==> src/rtl/amber128_pkg.sv <==
// Shared amber128 types for the DMEM request/response path and arbiter ownership.
package amber128_pkg;

    typedef struct packed {
        logic         we;
        logic [63:0]  addr;
        logic [127:0] wdata;
    } amber128_dmem_req_s;

    typedef struct packed {
        logic [127:0] rdata;
        logic [2:0]   err;
    } amber128_dmem_rsp_s;

    typedef enum logic {
        OWNER_CORE = 1'b0,
        OWNER_DBG  = 1'b1
    } amber128_arb_owner_e;

    localparam int DMEM_ERR_MISALIGN = 0;
    localparam int DMEM_ERR_BOUNDS   = 1;
    localparam int DMEM_ERR_TIMEOUT  = 2;

endpackage

==> src/rtl/amber128_arb_pick.sv <==
// Two-way tie resolver. With AMBER128_DMEM_ARB_RR_EN it alternates on ties using a
// last-owner register; otherwise the core always wins.
module amber128_arb_pick
    import amber128_pkg::*;
(
`ifdef AMBER128_DMEM_ARB_RR_EN
    input  logic                clk_i,
    input  logic                rst_i,
    input  logic                upd_i,
`endif
    input  logic                core_req_i,
    input  logic                dbg_req_i,
    output amber128_arb_owner_e owner_o
);

`ifdef AMBER128_DMEM_ARB_RR_EN
    amber128_arb_owner_e last_owner;

    always_comb begin
        owner_o = OWNER_CORE;
        if (core_req_i && dbg_req_i) begin
            owner_o = (last_owner == OWNER_CORE) ? OWNER_DBG : OWNER_CORE;
        end else if (dbg_req_i) begin
            owner_o = OWNER_DBG;
        end
    end

    // Reset to DBG so the first tie after reset goes to the core.
    always_ff @(posedge clk_i) begin
        if (rst_i) begin
            last_owner <= OWNER_DBG;
        end else if (upd_i) begin
            last_owner <= owner_o;
        end
    end
`else
    assign owner_o = (dbg_req_i && !core_req_i) ? OWNER_DBG : OWNER_CORE;
`endif

endmodule

==> src/rtl/amber128_dmem_arb.sv <==
// Core/debug arbiter and single-outstanding sequencer for the 128-bit DMEM port.
// Tie policy selected by AMBER128_DMEM_ARB_RR_EN (round-robin) or fixed core priority.
module amber128_dmem_arb
    import amber128_pkg::*;
#(
    parameter int TIMEOUT_CYCLES = 64
) (
    input  logic         clk_i,
    input  logic         rst_i,
    input  logic         core_req_i,
    input  logic         core_we_i,
    input  logic [63:0]  core_addr_i,
    input  logic [127:0] core_wdata_i,
    output logic         core_gnt_o,
    output logic         core_rvalid_o,
    output logic [127:0] core_rdata_o,
    output logic [2:0]   core_err_o,
    input  logic         dbg_req_i,
    input  logic         dbg_we_i,
    input  logic [63:0]  dbg_addr_i,
    input  logic [127:0] dbg_wdata_i,
    output logic         dbg_gnt_o,
    output logic         dbg_rvalid_o,
    output logic [127:0] dbg_rdata_o,
    output logic [2:0]   dbg_err_o,
    output logic         dmem_req_o,
    output logic         dmem_we_o,
    output logic [63:0]  dmem_addr_o,
    output logic [127:0] dmem_wdata_o,
    input  logic         dmem_gnt_i,
    input  logic         dmem_rvalid_i,
    input  logic [127:0] dmem_rdata_i,
    input  logic [1:0]   dmem_err_i,
    output logic         proto_err_o
);

    typedef enum logic [1:0] {
        IDLE  = 2'd0,
        ISSUE = 2'd1,
        WAIT  = 2'd2
    } state_e;

    // Counter holds (cycles spent in WAIT - 1); the abort fires when it would reach the limit.
    localparam logic [9:0] TO_LAST = 10'(TIMEOUT_CYCLES - 1);

    state_e              state, state_nxt;
    amber128_arb_owner_e owner, pick_owner;
    amber128_dmem_req_s  req_q;
    amber128_dmem_rsp_s  core_rsp_q, dbg_rsp_q, rsp_d;
    logic [9:0]          cnt;
    logic                take, issue_gnt, rsp_fire, rsp_timeout;
    logic                core_rvalid_q, dbg_rvalid_q, proto_err_q;

    assign take = (state == IDLE) && (core_req_i || dbg_req_i);

    amber128_arb_pick u_pick (
`ifdef AMBER128_DMEM_ARB_RR_EN
        .clk_i      (clk_i),
        .rst_i      (rst_i),
        .upd_i      (take),
`endif
        .core_req_i (core_req_i),
        .dbg_req_i  (dbg_req_i),
        .owner_o    (pick_owner)
    );

    always_ff @(posedge clk_i) begin
        if (rst_i) begin
            state <= IDLE;
        end else begin
            state <= state_nxt;
        end
    end

    always_comb begin
        state_nxt   = state;
        dmem_req_o  = 1'b0;
        issue_gnt   = 1'b0;
        rsp_fire    = 1'b0;
        rsp_timeout = 1'b0;
        case (state)
            IDLE: begin
                if (take) begin
                    state_nxt = ISSUE;
                end
            end
            ISSUE: begin
                dmem_req_o = 1'b1;
                if (dmem_gnt_i) begin
                    issue_gnt = 1'b1;
                    state_nxt = WAIT;
                end
            end
            WAIT: begin
                // A response arriving in the abort cycle still counts as a normal response.
                if (dmem_rvalid_i) begin
                    rsp_fire  = 1'b1;
                    state_nxt = IDLE;
                end else if (cnt == TO_LAST) begin
                    rsp_fire    = 1'b1;
                    rsp_timeout = 1'b1;
                    state_nxt   = IDLE;
                end
            end
            default: state_nxt = IDLE;
        endcase
    end

    always_comb begin
        rsp_d = '0;
        if (rsp_timeout) begin
            rsp_d.err[DMEM_ERR_TIMEOUT] = 1'b1;
        end else begin
            rsp_d.rdata                  = dmem_rdata_i;
            rsp_d.err[DMEM_ERR_BOUNDS]   = dmem_err_i[DMEM_ERR_BOUNDS];
            rsp_d.err[DMEM_ERR_MISALIGN] = dmem_err_i[DMEM_ERR_MISALIGN];
        end
    end

    always_ff @(posedge clk_i) begin
        if (rst_i) begin
            owner         <= OWNER_CORE;
            req_q         <= '0;
            cnt           <= '0;
            core_rsp_q    <= '0;
            dbg_rsp_q     <= '0;
            core_rvalid_q <= 1'b0;
            dbg_rvalid_q  <= 1'b0;
            proto_err_q   <= 1'b0;
        end else begin
            core_rvalid_q <= 1'b0;
            dbg_rvalid_q  <= 1'b0;
            if (take) begin
                owner <= pick_owner;
                if (pick_owner == OWNER_CORE) begin
                    req_q <= '{we: core_we_i, addr: core_addr_i, wdata: core_wdata_i};
                end else begin
                    req_q <= '{we: dbg_we_i, addr: dbg_addr_i, wdata: dbg_wdata_i};
                end
            end
            if (issue_gnt) begin
                cnt <= '0;
            end else if (state == WAIT) begin
                cnt <= cnt + 10'd1;
            end
            if (rsp_fire) begin
                if (owner == OWNER_CORE) begin
                    core_rsp_q    <= rsp_d;
                    core_rvalid_q <= 1'b1;
                end else begin
                    dbg_rsp_q    <= rsp_d;
                    dbg_rvalid_q <= 1'b1;
                end
            end
            // Stray or late DMEM responses are dropped but remembered.
            if (dmem_rvalid_i && (state != WAIT)) begin
                proto_err_q <= 1'b1;
            end
        end
    end

    assign dmem_we_o     = req_q.we;
    assign dmem_addr_o   = req_q.addr;
    assign dmem_wdata_o  = req_q.wdata;
    assign core_gnt_o    = issue_gnt && (owner == OWNER_CORE);
    assign dbg_gnt_o     = issue_gnt && (owner == OWNER_DBG);
    assign core_rvalid_o = core_rvalid_q;
    assign dbg_rvalid_o  = dbg_rvalid_q;
    assign core_rdata_o  = core_rsp_q.rdata;
    assign core_err_o    = core_rsp_q.err;
    assign dbg_rdata_o   = dbg_rsp_q.rdata;
    assign dbg_err_o     = dbg_rsp_q.err;
    assign proto_err_o   = proto_err_q;

endmodule

==> config.mk <==
export PLATFORM = sky130hd
export DESIGN_NAME = amber128_dmem_arb
export DESIGN_NICKNAME = d
export VERILOG_FILES = /design/src/rtl/amber128_pkg.sv /design/src/rtl/amber128_arb_pick.sv /design/src/rtl/amber128_dmem_arb.sv
export SDC_FILE = /design/constraint.sdc
export NUM_CORES = 1
export LEC_CHECK = 0
export ABC_AREA = 1
export ABC_CLOCK_PERIOD_IN_PS = 2190
export CAP_MARGIN = 20
export CORE_AREA = 8 8 375 377
export CTS_BUF_LIST = sky130_fd_sc_hd__clkbuf_4 sky130_fd_sc_hd__clkbuf_8
export DETAILED_ROUTE_END_ITERATION = 10
export DIE_AREA = 0 0 383 385
export GPL_ROUTABILITY_DRIVEN = 0
export SYNTH_ARGS = -nofsm -noshare
export SYNTH_HDL_FRONTEND = slang
export SYNTH_SLANG_ARGS = --single-unit
export TNS_END_PERCENT = 50
==> constraint.sdc <==
create_clock -name clk_i -period 2.19 [get_ports clk_i]
set_input_delay 0.219 -clock clk_i [delete_from_list [all_inputs] [get_ports clk_i]]
set_output_delay 0.219 -clock clk_i [all_outputs]
set_load 0.05 [all_outputs]
==> flow_summary_export.csv <==
group,metric,value,unit
run_status,status,"finished clean",
min_path,worstHoldStart,"core_wdata_i[120]",
worst_setup_path,cp.required,1.97,ns
drt,drt.antenna.violating_nets,0,
worst_setup_path,crit_arrival,1.81,ns
layout,drive_gt1_share,9.02,%
yosys,synth_area,20500,sq um
place,hpwl,92.5,mm
clock_network,clk_latency,0.73,ns
layout,fin_cells,6235,
sta,post-route-min-period,2.03,ns
yosys,syn_area_per_cell,6.59,sq um
worst_setup_path,startpoint_type,"flip-flop",
drt,dr.first_iter.drc_count,1345,
yosys,synth_common_cells,"732 x nand2_1, 656 x nor2_1, 471 x dfxtp_1",
worst_setup_path,crit_family,"buffers and inverters",
sta,finalSetupTns,0,ns
global_routing,grt_pass1_vias,24100,
clock_network,cts_sinks,471,
die,ios,983,
sta,whs,0.131,ns
drt,vias,24400,
drt,routed_wl,119,mm
yosys,synth.most_common_cell,"nand2_1",
layout,fin_nets,4904,
clock_network,root_buffer,"clkbuf_8",
sta,maxSlewViolCount,0,
power_and_ir_drop,vdd_drop_max,645,uV
layout,final_util,27.6,%
die,die_h,385,um
min_path,hold_class,"in2reg",
sta,fmax,0.492,GHz
worst_setup_path,r2r_start,"state[0]",
yosys,synthCells,3110,
flow_run,drv_cap,0,
drt,route.detailed.drc,0,
yosys,synth.distinct_cells,27,
drt,wl_per_cell,19.0,um
drt,vias_per_cell,3.91,
worst_setup_path,crit_start,"dmem_addr_o[14]",
power_and_ir_drop,p_per_area,692,nW/um^2
sta,finalHoldViolations,0,
power_and_ir_drop,p_leak,18.2,nW
layout,design_area,37200,sq um
global_routing,grt_max_degree,100,
die,core-area,135000,sq um
yosys,async_reset_ff_share,0,%
clock_network,htreeDepth,3,
sta,setup_viol,0,
clock_network,clk_path_buf_depth,3,
worst_setup_path,slowest_delay,0.62,ns
sta,worst_slack,0.159,ns
worst_setup_path,path_cells,"dlygate4sd2_1",
yosys,synth_seq_cells,471,
clock_network,clk_pin_slew_worst_paths,0.06,ns
clock_network,cts_made_buffers,90,
place,port_buffers,982,
place,placed_area,32900,sq um
yosys,synth-main-ff-cell,"dfxtp_1",
drt,drt_pass1_iterations,5,
die,placementRows,135,
layout,fillers,14700,
yosys,ys_warn_count,0,
yosys,yosysSeqAreaShare,46.0,%
yosys,synth_edf_count,0,
worst_setup_path,path_class,"reg2out",
die,dieArea,147000,sq um
yosys,synth_top_cell_area_share,46.0,%
worst_setup_path,endpoint_kind,"output pin",
global_routing,grt_usage,15.1,%
power_and_ir_drop,power,25.7,mW
layout,areaGrowthSynthToFinish,81.3,%
clock_network,cts_tree,"done",
place,dp_slack,-0.00891,ns
global_routing,antenna_found_initial,35,
sta,skew,0.0362,ns
die,start_util,15.2,%
yosys,syn_nets,3633,
sta,rsz0062_at_grt,"true",
sta,maxSlewHeadroom,53.1,%
worst_setup_path,crit_buf_inv,1,
die,die_x,383,um
yosys,synth_top_area_cell,"dfxtp_1",
global_routing,grt_pass1_wl,165,mm
global_routing,grt_overflow,0,
sta,timing.final.crit_share,92.8,%
yosys,synth.area.top_cells,"dfxtp_1 46%, nand2_1 13%, nor2_1 12%",
place,dp_cells,5805,
sta,tightest_slew,0.706,ns
worst_setup_path,crit_slowest_cell,"dlygate4sd2_1",
worst_setup_path,critPathMaxFanout,2,
==> flip-flops by register name (all words and copies together) (netlist names), 2 cells and up <==
name / flops
state: 2
dmem_wdata_o: 128
cnt: 10
dbg_rdata_o: 128
dmem_addr_o: 64
core_rdata_o: 128
dbg_err_o: 3
core_err_o: 3
==> kinds of logic (layout without fill, tap and decap cells) <==
logic type	after synthesis	in the layout	share of synthesized area, %
other	0	9	0
buffers and inverters	615	1950	12.6
AND/OR/NAND/NOR	1420	1420	26.5
XOR/XNOR	2	2	0.0855
adder cells (fa/ha/maj)	1	1	0.0610
AO/OA/AOI/OAI	601	601	14.7
flip-flops	471	471	46.0
==> routing by layer <==
metal	global-route usage [%]	vias up	routed length (um)
li1	-	12000	-
met1	16.8	11100	46000
met2	25.4	1029	56100
met3	6.18	215	11600
met4	6.19	32	4720
met5	0	-	216
==> placed cells by master (no fill, tap or decap), types with 2 or more instances in the layout <==
cell type / n
dlygate4sd2_1: 398
inv_6: 4
o21ai_0: 197
dfxtp_1: 471
buf_4: 167
dlygate4sd3_1: 252
inv_8: 3
bufinv_16: 6
nand3_1: 10
nor2_1: 652
clkbuf_8: 117
clkdlybuf4s50_1: 521
buf_12: 37
nand3_4: 2
nor2_4: 6
nand2_1: 731
diode_2: 9
clkinv_2: 9
inv_1: 404
nand2_4: 2
buf_6: 4
clkbuf_16: 2
nor2_2: 2
nand2_2: 10
a21oi_1: 402
clkbuf_4: 19
xor2_1: 2
==> repair_timing <==
action / in CTS / in global routing
hold buffers: 252 / 0
pin swaps: 1 / 1
resized for setup: 410 / 9
setup buffers: 1 / 10
hold endpoints to repair: 191 / 0
gates cloned: 0 / 2
setup endpoints to repair: 402 / 13
==> worst paths after layout <==
path,end,slack (ns),cells past startpoint
setup / recovery,dmem_addr_o[14],0.16,1
hold / removal,dmem_wdata_o[120],0.13,3
hold reg to reg,cnt[9],0.46,2
setup reg to reg,dmem_wdata_o[48],0.17,9
==> power by group <==
group,internal [mW],switching [mW]
logic,2.39,4.02
clock network,5.81,4.09
registers,9.09,0.317
==> cell type report <==
type | count | area, sq um | area share, %
Antenna cell | 9 | 22.5 | 0.0606
Clock buffer | 136 | 1750 | 4.72
Clock inverter | 20 | 273 | 0.734
Inverter | 409 | 1560 | 4.19
Multi-Input combinational cell | 2024 | 8540 | 23.0
Sequential cell | 471 | 9430 | 25.4
Tap cell | 1781 | 2230 | 6.00
Timing Repair Buffer | 1385 | 13400 | 36.0
(Power assumes the default switching activity.)
